## src/rtl/data_mem_arbiter.sv

```systemverilog
// Round-robin arbiter that shares one data-memory read/write port among NUM_LANES LSU lanes.
// One transaction is in flight at a time; lane ready is held until the lane drops its valid.
module data_mem_arbiter #(
  parameter int unsigned NUM_LANES = 4,
  parameter int unsigned ADDR_BITS = 8,
  parameter int unsigned DATA_BITS = 8,
  localparam int unsigned LaneBits = $clog2(NUM_LANES)
) (
  input  logic                                clk,
  input  logic                                reset,
  input  logic [NUM_LANES-1:0]                lane_read_valid,
  input  logic [NUM_LANES-1:0][ADDR_BITS-1:0] lane_read_address,
  output logic [NUM_LANES-1:0]                lane_read_ready,
  output logic [NUM_LANES-1:0][DATA_BITS-1:0] lane_read_data,
  input  logic [NUM_LANES-1:0]                lane_write_valid,
  input  logic [NUM_LANES-1:0][ADDR_BITS-1:0] lane_write_address,
  input  logic [NUM_LANES-1:0][DATA_BITS-1:0] lane_write_data,
  output logic [NUM_LANES-1:0]                lane_write_ready,
  output logic                                mem_read_valid,
  output logic [ADDR_BITS-1:0]                mem_read_address,
  input  logic                                mem_read_ready,
  input  logic [DATA_BITS-1:0]                mem_read_data,
  output logic                                mem_write_valid,
  output logic [ADDR_BITS-1:0]                mem_write_address,
  output logic [DATA_BITS-1:0]                mem_write_data,
  input  logic                                mem_write_ready,
  output logic [LaneBits-1:0]                 grant_lane,
  output logic                                busy
);

  typedef enum logic [1:0] {StIdle, StReadWait, StWriteWait, StRelay} state_e;

  state_e state_q, state_d;

  logic [LaneBits-1:0]                 rr_ptr_q, rr_ptr_d;
  logic [LaneBits-1:0]                 grant_q, grant_d;
  logic                                op_read_q, op_read_d;
  logic                                mem_read_valid_q, mem_read_valid_d;
  logic                                mem_write_valid_q, mem_write_valid_d;
  logic [ADDR_BITS-1:0]                mem_read_address_q, mem_read_address_d;
  logic [ADDR_BITS-1:0]                mem_write_address_q, mem_write_address_d;
  logic [DATA_BITS-1:0]                mem_write_data_q, mem_write_data_d;
  logic [NUM_LANES-1:0]                lane_read_ready_q, lane_read_ready_d;
  logic [NUM_LANES-1:0]                lane_write_ready_q, lane_write_ready_d;
  logic [NUM_LANES-1:0][DATA_BITS-1:0] lane_read_data_q, lane_read_data_d;

  logic                win_found;
  logic                win_is_read;
  logic [LaneBits-1:0] win_lane;
  logic                relay_valid;

  // Scan lanes starting at rr_ptr_q; the first lane with any request wins, read before write.
  always_comb begin
    int unsigned         cand;
    logic [LaneBits-1:0] cand_lane;
    win_found   = 1'b0;
    win_is_read = 1'b0;
    win_lane    = '0;
    cand        = 0;
    cand_lane   = '0;
    for (int unsigned i = 0; i < NUM_LANES; i++) begin
      cand = 32'(rr_ptr_q) + i;
      if (cand >= NUM_LANES) begin
        cand = cand - NUM_LANES;
      end
      cand_lane = LaneBits'(cand);
      if (!win_found && (lane_read_valid[cand_lane] || lane_write_valid[cand_lane])) begin
        win_found   = 1'b1;
        win_lane    = cand_lane;
        win_is_read = lane_read_valid[cand_lane];
      end
    end
  end

  assign relay_valid = op_read_q ? lane_read_valid[grant_q] : lane_write_valid[grant_q];

  // State register
  always_ff @(posedge clk or negedge reset) begin
    if (!reset) begin
      state_q <= StIdle;
    end else begin
      state_q <= state_d;
    end
  end

  // Next-state logic
  always_comb begin
    state_d = state_q;
    unique case (state_q)
      StIdle: begin
        if (win_found) begin
          state_d = win_is_read ? StReadWait : StWriteWait;
        end
      end
      StReadWait: begin
        if (mem_read_ready) begin
          state_d = StRelay;
        end
      end
      StWriteWait: begin
        if (mem_write_ready) begin
          state_d = StRelay;
        end
      end
      StRelay: begin
        if (!relay_valid) begin
          state_d = StIdle;
        end
      end
      default: state_d = StIdle;
    endcase
  end

  // Output / datapath next-state logic; every output is registered
  always_comb begin
    rr_ptr_d            = rr_ptr_q;
    grant_d             = grant_q;
    op_read_d           = op_read_q;
    mem_read_valid_d    = mem_read_valid_q;
    mem_write_valid_d   = mem_write_valid_q;
    mem_read_address_d  = mem_read_address_q;
    mem_write_address_d = mem_write_address_q;
    mem_write_data_d    = mem_write_data_q;
    lane_read_ready_d   = lane_read_ready_q;
    lane_write_ready_d  = lane_write_ready_q;
    lane_read_data_d    = lane_read_data_q;
    unique case (state_q)
      StIdle: begin
        if (win_found) begin
          grant_d   = win_lane;
          op_read_d = win_is_read;
          if (win_is_read) begin
            mem_read_valid_d   = 1'b1;
            mem_read_address_d = lane_read_address[win_lane];
          end else begin
            mem_write_valid_d   = 1'b1;
            mem_write_address_d = lane_write_address[win_lane];
            mem_write_data_d    = lane_write_data[win_lane];
          end
        end
      end
      StReadWait: begin
        if (mem_read_ready) begin
          lane_read_data_d[grant_q]  = mem_read_data;
          lane_read_ready_d[grant_q] = 1'b1;
          mem_read_valid_d           = 1'b0;
        end
      end
      StWriteWait: begin
        if (mem_write_ready) begin
          lane_write_ready_d[grant_q] = 1'b1;
          mem_write_valid_d           = 1'b0;
        end
      end
      StRelay: begin
        if (!relay_valid) begin
          lane_read_ready_d  = '0;
          lane_write_ready_d = '0;
          rr_ptr_d = (grant_q == LaneBits'(NUM_LANES - 1)) ? '0 : grant_q + 1'b1;
        end
      end
      default: ;
    endcase
  end

  always_ff @(posedge clk or negedge reset) begin
    if (!reset) begin
      rr_ptr_q            <= '0;
      grant_q             <= '0;
      op_read_q           <= 1'b0;
      mem_read_valid_q    <= 1'b0;
      mem_write_valid_q   <= 1'b0;
      mem_read_address_q  <= '0;
      mem_write_address_q <= '0;
      mem_write_data_q    <= '0;
      lane_read_ready_q   <= '0;
      lane_write_ready_q  <= '0;
      lane_read_data_q    <= '0;
    end else begin
      rr_ptr_q            <= rr_ptr_d;
      grant_q             <= grant_d;
      op_read_q           <= op_read_d;
      mem_read_valid_q    <= mem_read_valid_d;
      mem_write_valid_q   <= mem_write_valid_d;
      mem_read_address_q  <= mem_read_address_d;
      mem_write_address_q <= mem_write_address_d;
      mem_write_data_q    <= mem_write_data_d;
      lane_read_ready_q   <= lane_read_ready_d;
      lane_write_ready_q  <= lane_write_ready_d;
      lane_read_data_q    <= lane_read_data_d;
    end
  end

  assign lane_read_ready   = lane_read_ready_q;
  assign lane_read_data    = lane_read_data_q;
  assign lane_write_ready  = lane_write_ready_q;
  assign mem_read_valid    = mem_read_valid_q;
  assign mem_read_address  = mem_read_address_q;
  assign mem_write_valid   = mem_write_valid_q;
  assign mem_write_address = mem_write_address_q;
  assign mem_write_data    = mem_write_data_q;
  assign grant_lane        = grant_q;
  assign busy              = (state_q != StIdle);

endmodule

```

## config.mk

```make
export PLATFORM = sky130hd
export DESIGN_NAME = data_mem_arbiter
export DESIGN_NICKNAME = d
export VERILOG_FILES = /design/src/rtl/data_mem_arbiter.sv
export SDC_FILE = /design/constraint.sdc
export NUM_CORES = 1
export LEC_CHECK = 0
export BUFFER_PORTS_ARGS = -buffer_cell sky130_fd_sc_hd__buf_2
export CORE_MARGIN = 4
export CORE_UTILIZATION = 45
export DETAILED_ROUTE_END_ITERATION = 10
export GPL_ROUTABILITY_DRIVEN = 0
export HOLD_SLACK_MARGIN = 0.03
export PLACE_DENSITY = 0.77
export SLEW_MARGIN = 20
export SYNTH_ARGS = -nofsm -noshare
export SYNTH_HDL_FRONTEND = slang
export SYNTH_SLANG_ARGS = --single-unit
```

## constraint.sdc

```tcl
create_clock -name clk -period 3.1 [get_ports clk]
set_input_delay 0.62 -clock clk [delete_from_list [all_inputs] [get_ports clk]]
set_output_delay 0.62 -clock clk [all_outputs]
set_load 0.03 [all_outputs]
```

==> summary.md, run 1 <==
| Metric | Value |
|---|---|
| Bufs on Longest Clock Path | 2 |
| Dpl cells | between 600 and 700 |
| First-pass iteration count of the detailed router | 4 |
| Worst vdd ir | around 0.63 mV |
| Post-Synthesis Cell Area | 4200 um2 |
| Crit-path max FO | 44 |
| Reg power frac | 26.2% |
| TritonCTS clock tree | done |
| Chip height | 105 um |
| Largest stage delay, worst path | 520 ps |
| # rows | 34 |
| Worst-path clk slew | around 80 ps |
| Status | finished, final reports clean |
| Overflow after GRT | 0 |
| Worst path top cell family by delay | multiplexers |
| Worst Reg-to-Reg Cells | 9 |
| Vias per cell | 5.33 |
| Residual DRC | 0 |
| Pwr/cell area | 1220 nW/um2 |
| Pint | ~3.6 mW |
| Postcts setup bufs | 0 |
| Antenna violations before repair | 0 |
| Port Buffers | roughly 180 |
| Worst path depth | 9 |
| Final hold vios | 0 |
| Slowest cell on crit path | mux4_2 |
| Dpl hpwl | approximately 8200 um |
| First-pass GRT wire length | around 17000 um |
| Share of cells above drive strength 1 | 52.5% |
| Crit path time final | approximately 2900 ps |
| Number of synthesized flops with an enable pin | 0 |
| I/O Pins | 185 |
| Highest Clock Rate | between 300 and 400 MHz |
| Routed WL | approximately 11000 um |
| Post-CTS Hold Buffers | 0 |
| DR iter-0 viols | approximately 190 |
| Layout area overhead | 29.4% |
| Ant diodes | 0 |
| Clk network pwr share | 11.6% |
| Final Skew | 13.8 ps |
| CP Class | register to register |
| Tightest Pin Transition | a little over 900 ps |
| Core area | ~8900 um2 |
| Slew margin rel. | about two fifths |
| Total track usage | between 10% and 20% |
| Fin cells | about 640 |
| Drt wl/cell | 16.5 um |
| Ys Warns | 0 |
| Max-cap violations | 0 |
| Antenna-violating nets left | 0 |
| Crit path DAT | just over 3000 ps |
| Die ar. | roughly 11000 um2 |
| Reg area | between 1500 and 2000 um2 |
| Total negative slack | 0 ps |
| Nets | 654 |
| Worst path bufs/invs | 2 |
| Slew Limit Fails | 0 |
| Cell at the root of the clock tree | clkbuf_8 |
| CTS Buf Count | 9 |
| Filler cells | around 720 |
| Switching Fraction | 46.3% |
| Clock sink count | between 70 and 80 |
| Syn Nets | about 470 |
| Mean area per synthesized cell | 12.2 um2 |
| Worst-Skew Late Latency | around 350 ps |
| RSZ-0062 raised after global routing | false |
| Comb pwr share | between 60 and 70% |
| Worst hold path class | input port to asynchronous set/reset pin |
| Ys flop type | dfrtp_1 |
| Psw | roughly 3.1 mW |
| Share of synthesized flip-flops with an asynchronous set or reset | between 90% and 100% |
| Vias | between 3000 and 4000 |
| Crit path cell chain | buf_4 > mux4_2 > or2_2 > a21oi_1 > o31a_2 > buf_12 > mux2i_1 > mux2i_1 > mux2_2 |
| Critical Path Most Common Cell | mux2i_1 |
| Final setup fails | 0 |
| Post-synthesis register bit count | 73 |
| Starting Density | 47.2% |
| Sequential share of the synthesized area | a little over two fifths |
| Worst setup EP type | register |
| Largest net degree at the start of global routing | 74 |
| Footprint of the multi-input gates | roughly 2200 um2 |
| Cells after synthesis | 345 |
| Post-layout util | approximately 60% |
| Tcrit/Tclk final | ~93% |
| Vias in the first global route | roughly 3600 |
| H-tree levels | 3 |
| Unique masters post-synth | 40 |
| Pwr Total | roughly 6.6 mW |
| Die Width | around 100 um |
| Leakage power | about 2.9 nW |
| Setup crit start kind | register |
| Req. time, crit path | roughly 3300 ps |
==> worst reg2reg max path, stage by stage, from the launching register on <==
cell and delay [ps]:
dfrtp_1 380, buf_4 220, mux4_2 520, or2_2 350, a21oi_1 170, o31a_2 180
buf_12 280, mux2i_1 270, mux2i_1 110, mux2_2 270
==> area by class of cell <==
class | count | area share, %
clock inverters | 7 | 1.52
inverters | 15 | 1.04
flip-flops and latches | 73 | 33.7
multi-input cells | 238 | 40.1
well taps | 108 | 2.49
repair buffers | 193 | 18.9
clock buffers | 9 | 2.28
==> path summary, 6_finish.rpt <==
| check | start | end | slack (ps) |
|---|---|---|---|
| setup / recovery | rr_ptr_q[1] | mem_write_address[7] | 220 |
| hold / removal | reset | lane_read_ready[1] | 390 |
| setup reg to reg | rr_ptr_q[1] | mem_write_address[7] | 220 |
| hold reg to reg | mem_read_address[4] | mem_read_address[4] | 480 |
| max in group asynchronous | reset | rr_ptr_q[0] | 2100 |
| min in group clk | mem_read_address[4] | mem_read_address[4] | 480 |
==> power by group through the flow <==
stage	clock (mW)	combinational, mW	sequential (mW)
3_5_place_dp	0	4.15	1.75
2_1_floorplan	0	2.31	2.58
5_1_grt	0.836	4.44	1.80
6_report	0.770	4.11	1.73
3_3_place_gp	0	4.04	1.72
4_1_cts	0.797	4.15	1.73
==> cell usage after synthesis (2+ instances only) <==
library cell / instances / area, um2
clkbuf_1: 6 / 22.5
inv_1: 15 / 56.3
buf_12: 2 / 40.0
nor2_1: 9 / 33.8
a31oi_1: 4 / 25.0
ha_1: 8 / 100
nor3_1: 2 / 10.0
a22o_1: 4 / 35.0
mux4_2: 10 / 225
mux2i_1: 66 / 661
o21ai_0: 14 / 70.1
buf_6: 2 / 22.5
or2_1: 2 / 12.5
a21o_1: 2 / 15.0
o22ai_1: 4 / 25.0
nand3_1: 5 / 25.0
dfrtp_1: 73 / 1830
nand4_1: 2 / 12.5
mux2_2: 57 / 642
buf_4: 4 / 30.0
nand2_1: 25 / 93.8
buf_2: 5 / 25.0
a21oi_1: 7 / 35.0
==> repair_timing <==
| item | in CTS | in global routing |
|---|---|---|
| gates resized for setup | 0 | 1 |
| endpoints found under the setup margin | 0 | 12 |
| hold endpoints to repair | 0 | 0 |
==> state kept, by name (all words and copies together) (netlist names), 2 cells and up <==
| signal | count |
|---|---|
| lane_read_data | 32 |
| mem_read_address | 8 |
| lane_write_ready | 4 |
| rr_ptr_q | 2 |
| grant_lane | 2 |
| lane_read_ready | 4 |
| mem_write_data | 8 |
| mem_write_address | 8 |
| state_q | 2 |
==> cell families after synthesis <==
kind of cell | synth area share, %
adders and majority gates | 2.38
and+or+nand+nor | 5.10
AOI/OAI and AO/OA | 7.93
DFF | 43.5
muxes | 36.4
buffers and inverters | 4.68
==> per-stage QoR <==
stage                     setup slack [ps]  hold WS [ps]  cell area, um2
final                                  222           390            5430
after global routing                  47.6           468            5430
after CTS                              113           424            5430
after detailed placement             -4.81           468            5220
after global placement                71.9           463            5220
after floorplan                        264           324            4200
==> cells in the final DEF, fill, tap and decap left out, types with 5 or more instances in the layout <==
cell / synthesis / layout
buf_2: 5 / 183
dfrtp_1: 73 / 72
inv_1: 15 / 15
a21oi_1: 7 / 7
nor2_1: 9 / 9
nand2_1: 25 / 25
clkbuf_8: 0 / 9
mux2_2: 57 / 57
nand3_1: 5 / 5
buf_4: 4 / 7
mux2i_1: 66 / 66
mux4_2: 10 / 10
ha_1: 8 / 8
o21ai_0: 14 / 14
==> metal layers <==
| layer | vias up | GRT usage (%) | share of wire [%] | routed length [um] |
|---|---|---|---|---|
| li1 | 1639 | - | - | - |
| met1 | 1611 | 22.4 | 40 | 4210 |
| met2 | 167 | 33.5 | 49 | 5180 |
| met3 | 11 | 6.72 | 11 | 1120 |
| met4 | 0 | 4.69 | 0.94 | 100 |
| met5 | - | 0 | 0 | 0 |
No activity file was read; power rests on OpenSTA's default activity.
==> run 2: changes to the inputs <==
--- a/config.mk
+++ b/config.mk
@@ -8,10 +8,11 @@
 export BUFFER_PORTS_ARGS = -buffer_cell sky130_fd_sc_hd__buf_2
 export CORE_MARGIN = 4
 export CORE_UTILIZATION = 45
+export CTS_BUF_LIST = sky130_fd_sc_hd__clkbuf_4
 export DETAILED_ROUTE_END_ITERATION = 10
 export GPL_ROUTABILITY_DRIVEN = 0
 export HOLD_SLACK_MARGIN = 0.03
-export PLACE_DENSITY = 0.77
+export PLACE_DENSITY = 0.81
 export SLEW_MARGIN = 20
 export SYNTH_ARGS = -nofsm -noshare
 export SYNTH_HDL_FRONTEND = slang
==> run 2 against run 1 <==
Clock power down 21%. Sequential share of layout area up 0.31 points. Maximum frequency down 1.3%. Via count up 1.7%. Clock skew up 9.2 ps. Non-clock buffer count up 2. Global-route usage up 0.25 points. First-iteration DRC count up 4.2%. Register-to-register slack worse by 40 ps. Clock-buffer cell count unchanged.
==> summary.md, run 2 (same netlist as run 1, synthesis figures left out) <==
| Metric | Value |
|---|---|
| Final Skew | around 23 ps |
| Antenna-violating nets left | 0 |
| Residual DRC | 0 |
| Routed WL | between 10000 and 15000 um |
| Worst-Skew Late Latency | just over 400 ps |
| Antenna violations before repair | 0 |
| Comb pwr share | 63.6% |
| Core area | ~9000 um2 |
| Worst setup EP type | register |
| Clk network pwr share | approximately a tenth |
| Commonest non-fill, non-tap cells in the layout | buf_2, dfrtp_1, mux2i_1 |
| RSZ-0062 raised after global routing | false |
| Bufs on Longest Clock Path | 2 |
| Share of cells above drive strength 1 | 52.7% |
| Total negative slack | 0 ps |
| Leakage power | approximately 2.9 nW |
| Post-Place Setup Slack | -20.5 ps |
| Nets | 656 |
| Pwr Total | ~6.5 mW |
| First-pass GRT wire length | roughly 18000 um |
| Worst reg2reg startpoint | rr_ptr_q[0] |
| Setup crit start kind | register |
| Final setup fails | 0 |
| First-pass iteration count of the detailed router | 4 |
| Clock sink count | 73 |
| Highest Clock Rate | 343 MHz |
| I/O Pins | around 190 |
| CP startpoint | rr_ptr_q[0] |
| Max-cap violations | 0 |
| Postcts setup bufs | 0 |
| TritonCTS clock tree | done |
| Crit path time final | between 2000 and 3000 ps |
| Placed inst area | between 5000 and 6000 um2 |
| Vias per cell | about 5.4 |
| Chip height | around 100 um |
| CP Class | register to register |
| Req. time, crit path | ~3400 ps |
| Slew Limit Fails | 0 |
| Post-layout util | 60.6% |
| H-tree levels | 3 |
| Final Cell Area | roughly 5400 um2 |
| Worst-path clk slew | roughly 130 ps |
| Drt wl/cell | ~17 um |
| Overflow after GRT | 0 |
| Die ar. | 10900 um2 |
| Cell at the root of the clock tree | clkbuf_4 |
| Largest stage delay, worst path | ~570 ps |
| Worst path bufs/invs | 1 |
| DR iter-0 viols | 200 |
| Total track usage | between 10% and 20% |
| Largest net degree at the start of global routing | 74 |
| Tightest Pin Transition | between 800 and 900 ps |
| Pint | 3.43 mW |
| Final setup margin | approximately 180 ps |
| Final hold vios | 0 |
| Reg power frac | 27.1% |
| Crit path cell chain | mux4_2 > or2_1 > or4_1 > o2111a_2 > o311ai_4 > buf_12 > mux2i_1 > mux2_2 |
| Wire length on met2 | between 5000 and 6000 um |
| Pwr/cell area | ~1200 nW/um2 |
| Slowest cell on crit path | mux4_2 |
| Die Width | about 100 um |
| Top Layer Used | met4 |
| Status | finished, final reports clean |
| Slew margin rel. | between 40% and 50% |
| Met1 WL | ~4100 um |
| Worst path top cell family by delay | multiplexers |
| Starting Density | 47.2% |
| Psw | 3.04 mW |
| Worst hold path class | input port to asynchronous set/reset pin |
| Vias in the first global route | roughly 3600 |
| Dpl hpwl | between 8000 and 9000 um |
| CTS Buf Count | 9 |
| Tcrit/Tclk final | a little over nine tenths |
| Max FFs per register | 32 |
| Switching Fraction | between 40 and 50% |
| FF-to-FF setup slack | between 150 and 200 ps |
| Layout area overhead | 28.3% |
| Port Buffers | around 180 |
| Vias | around 3500 |
| Met3 WL post-DR | between 1000 and 1500 um |
| # rows | 34 |
| Ant diodes | 0 |
| Crit path DAT | about 3200 ps |
| Worst vdd ir | around 0.63 mV |
| Most common cell after layout, fill and taps aside | buf_2 |
| Crit-path max FO | 16 |
==> run 2: per-layer routing <==
metal / global-route usage (%) / vias to the layer above
li1: - / 1640
met1: 22.1 / 1660
met2: 34.5 / 171
met3: 6.47 / 14
met4: 5.62 / 0
met5: 0 / -
==> run 2: area by class of cell <==
cell class | instances | area, um2
fill | 737 | 3510
multi-input combinational | 238 | 2180
sequential | 73 | 1830
timing repair buffer | 195 | 1040
tap | 108 | 135
clock inverter | 7 | 76.3
clock buffer | 9 | 67.6
inverter | 15 | 56.3
==> run 2: path summary, 6_finish.rpt <==
path / to / cells past startpoint
min in group clk: lane_read_data[3] / 2
worst min-delay path: lane_read_data[16] / 1
worst max-delay path: mem_write_address[6] / 8
max in group asynchronous: mem_write_address[6] / 1
worst min register to register: mem_read_address[2] / 2
worst max register to register: mem_write_address[6] / 8
==> run 2: power groups by stage <==
stage / combinational [mW] / clock [mW] / sequential (mW)
final: 4.12 / 0.605 / 1.75
after global routing: 4.44 / 0.664 / 1.82
after CTS: 4.15 / 0.626 / 1.75
after detailed placement: 4.15 / 0 / 1.77
after global placement: 4.04 / 0 / 1.73
after floorplan: 2.31 / 0 / 2.58
==> run 2: worst register-to-register path: stages, from the launching register on <==
cell      delay [ps]
dfrtp_2          490
mux4_2           580
or2_1            270
or4_1            480
o2111a_2         190
o311ai_4         160
buf_12           260
mux2i_1          110
mux2_2           270
==> run 2: repair_timing <==
action | 4_1_cts | 5_1_grt
resized for setup | 0 | 2
endpoints found under the setup margin | 0 | 17
hold buffers | 0 | 0
==> run 2: metrics by stage <==
step	cells	hold slack [ps]
6_report	645	314
5_1_grt	645	354
4_1_cts	645	333
3_5_place_dp	629	469
3_3_place_gp	629	460
2_1_floorplan	345	324
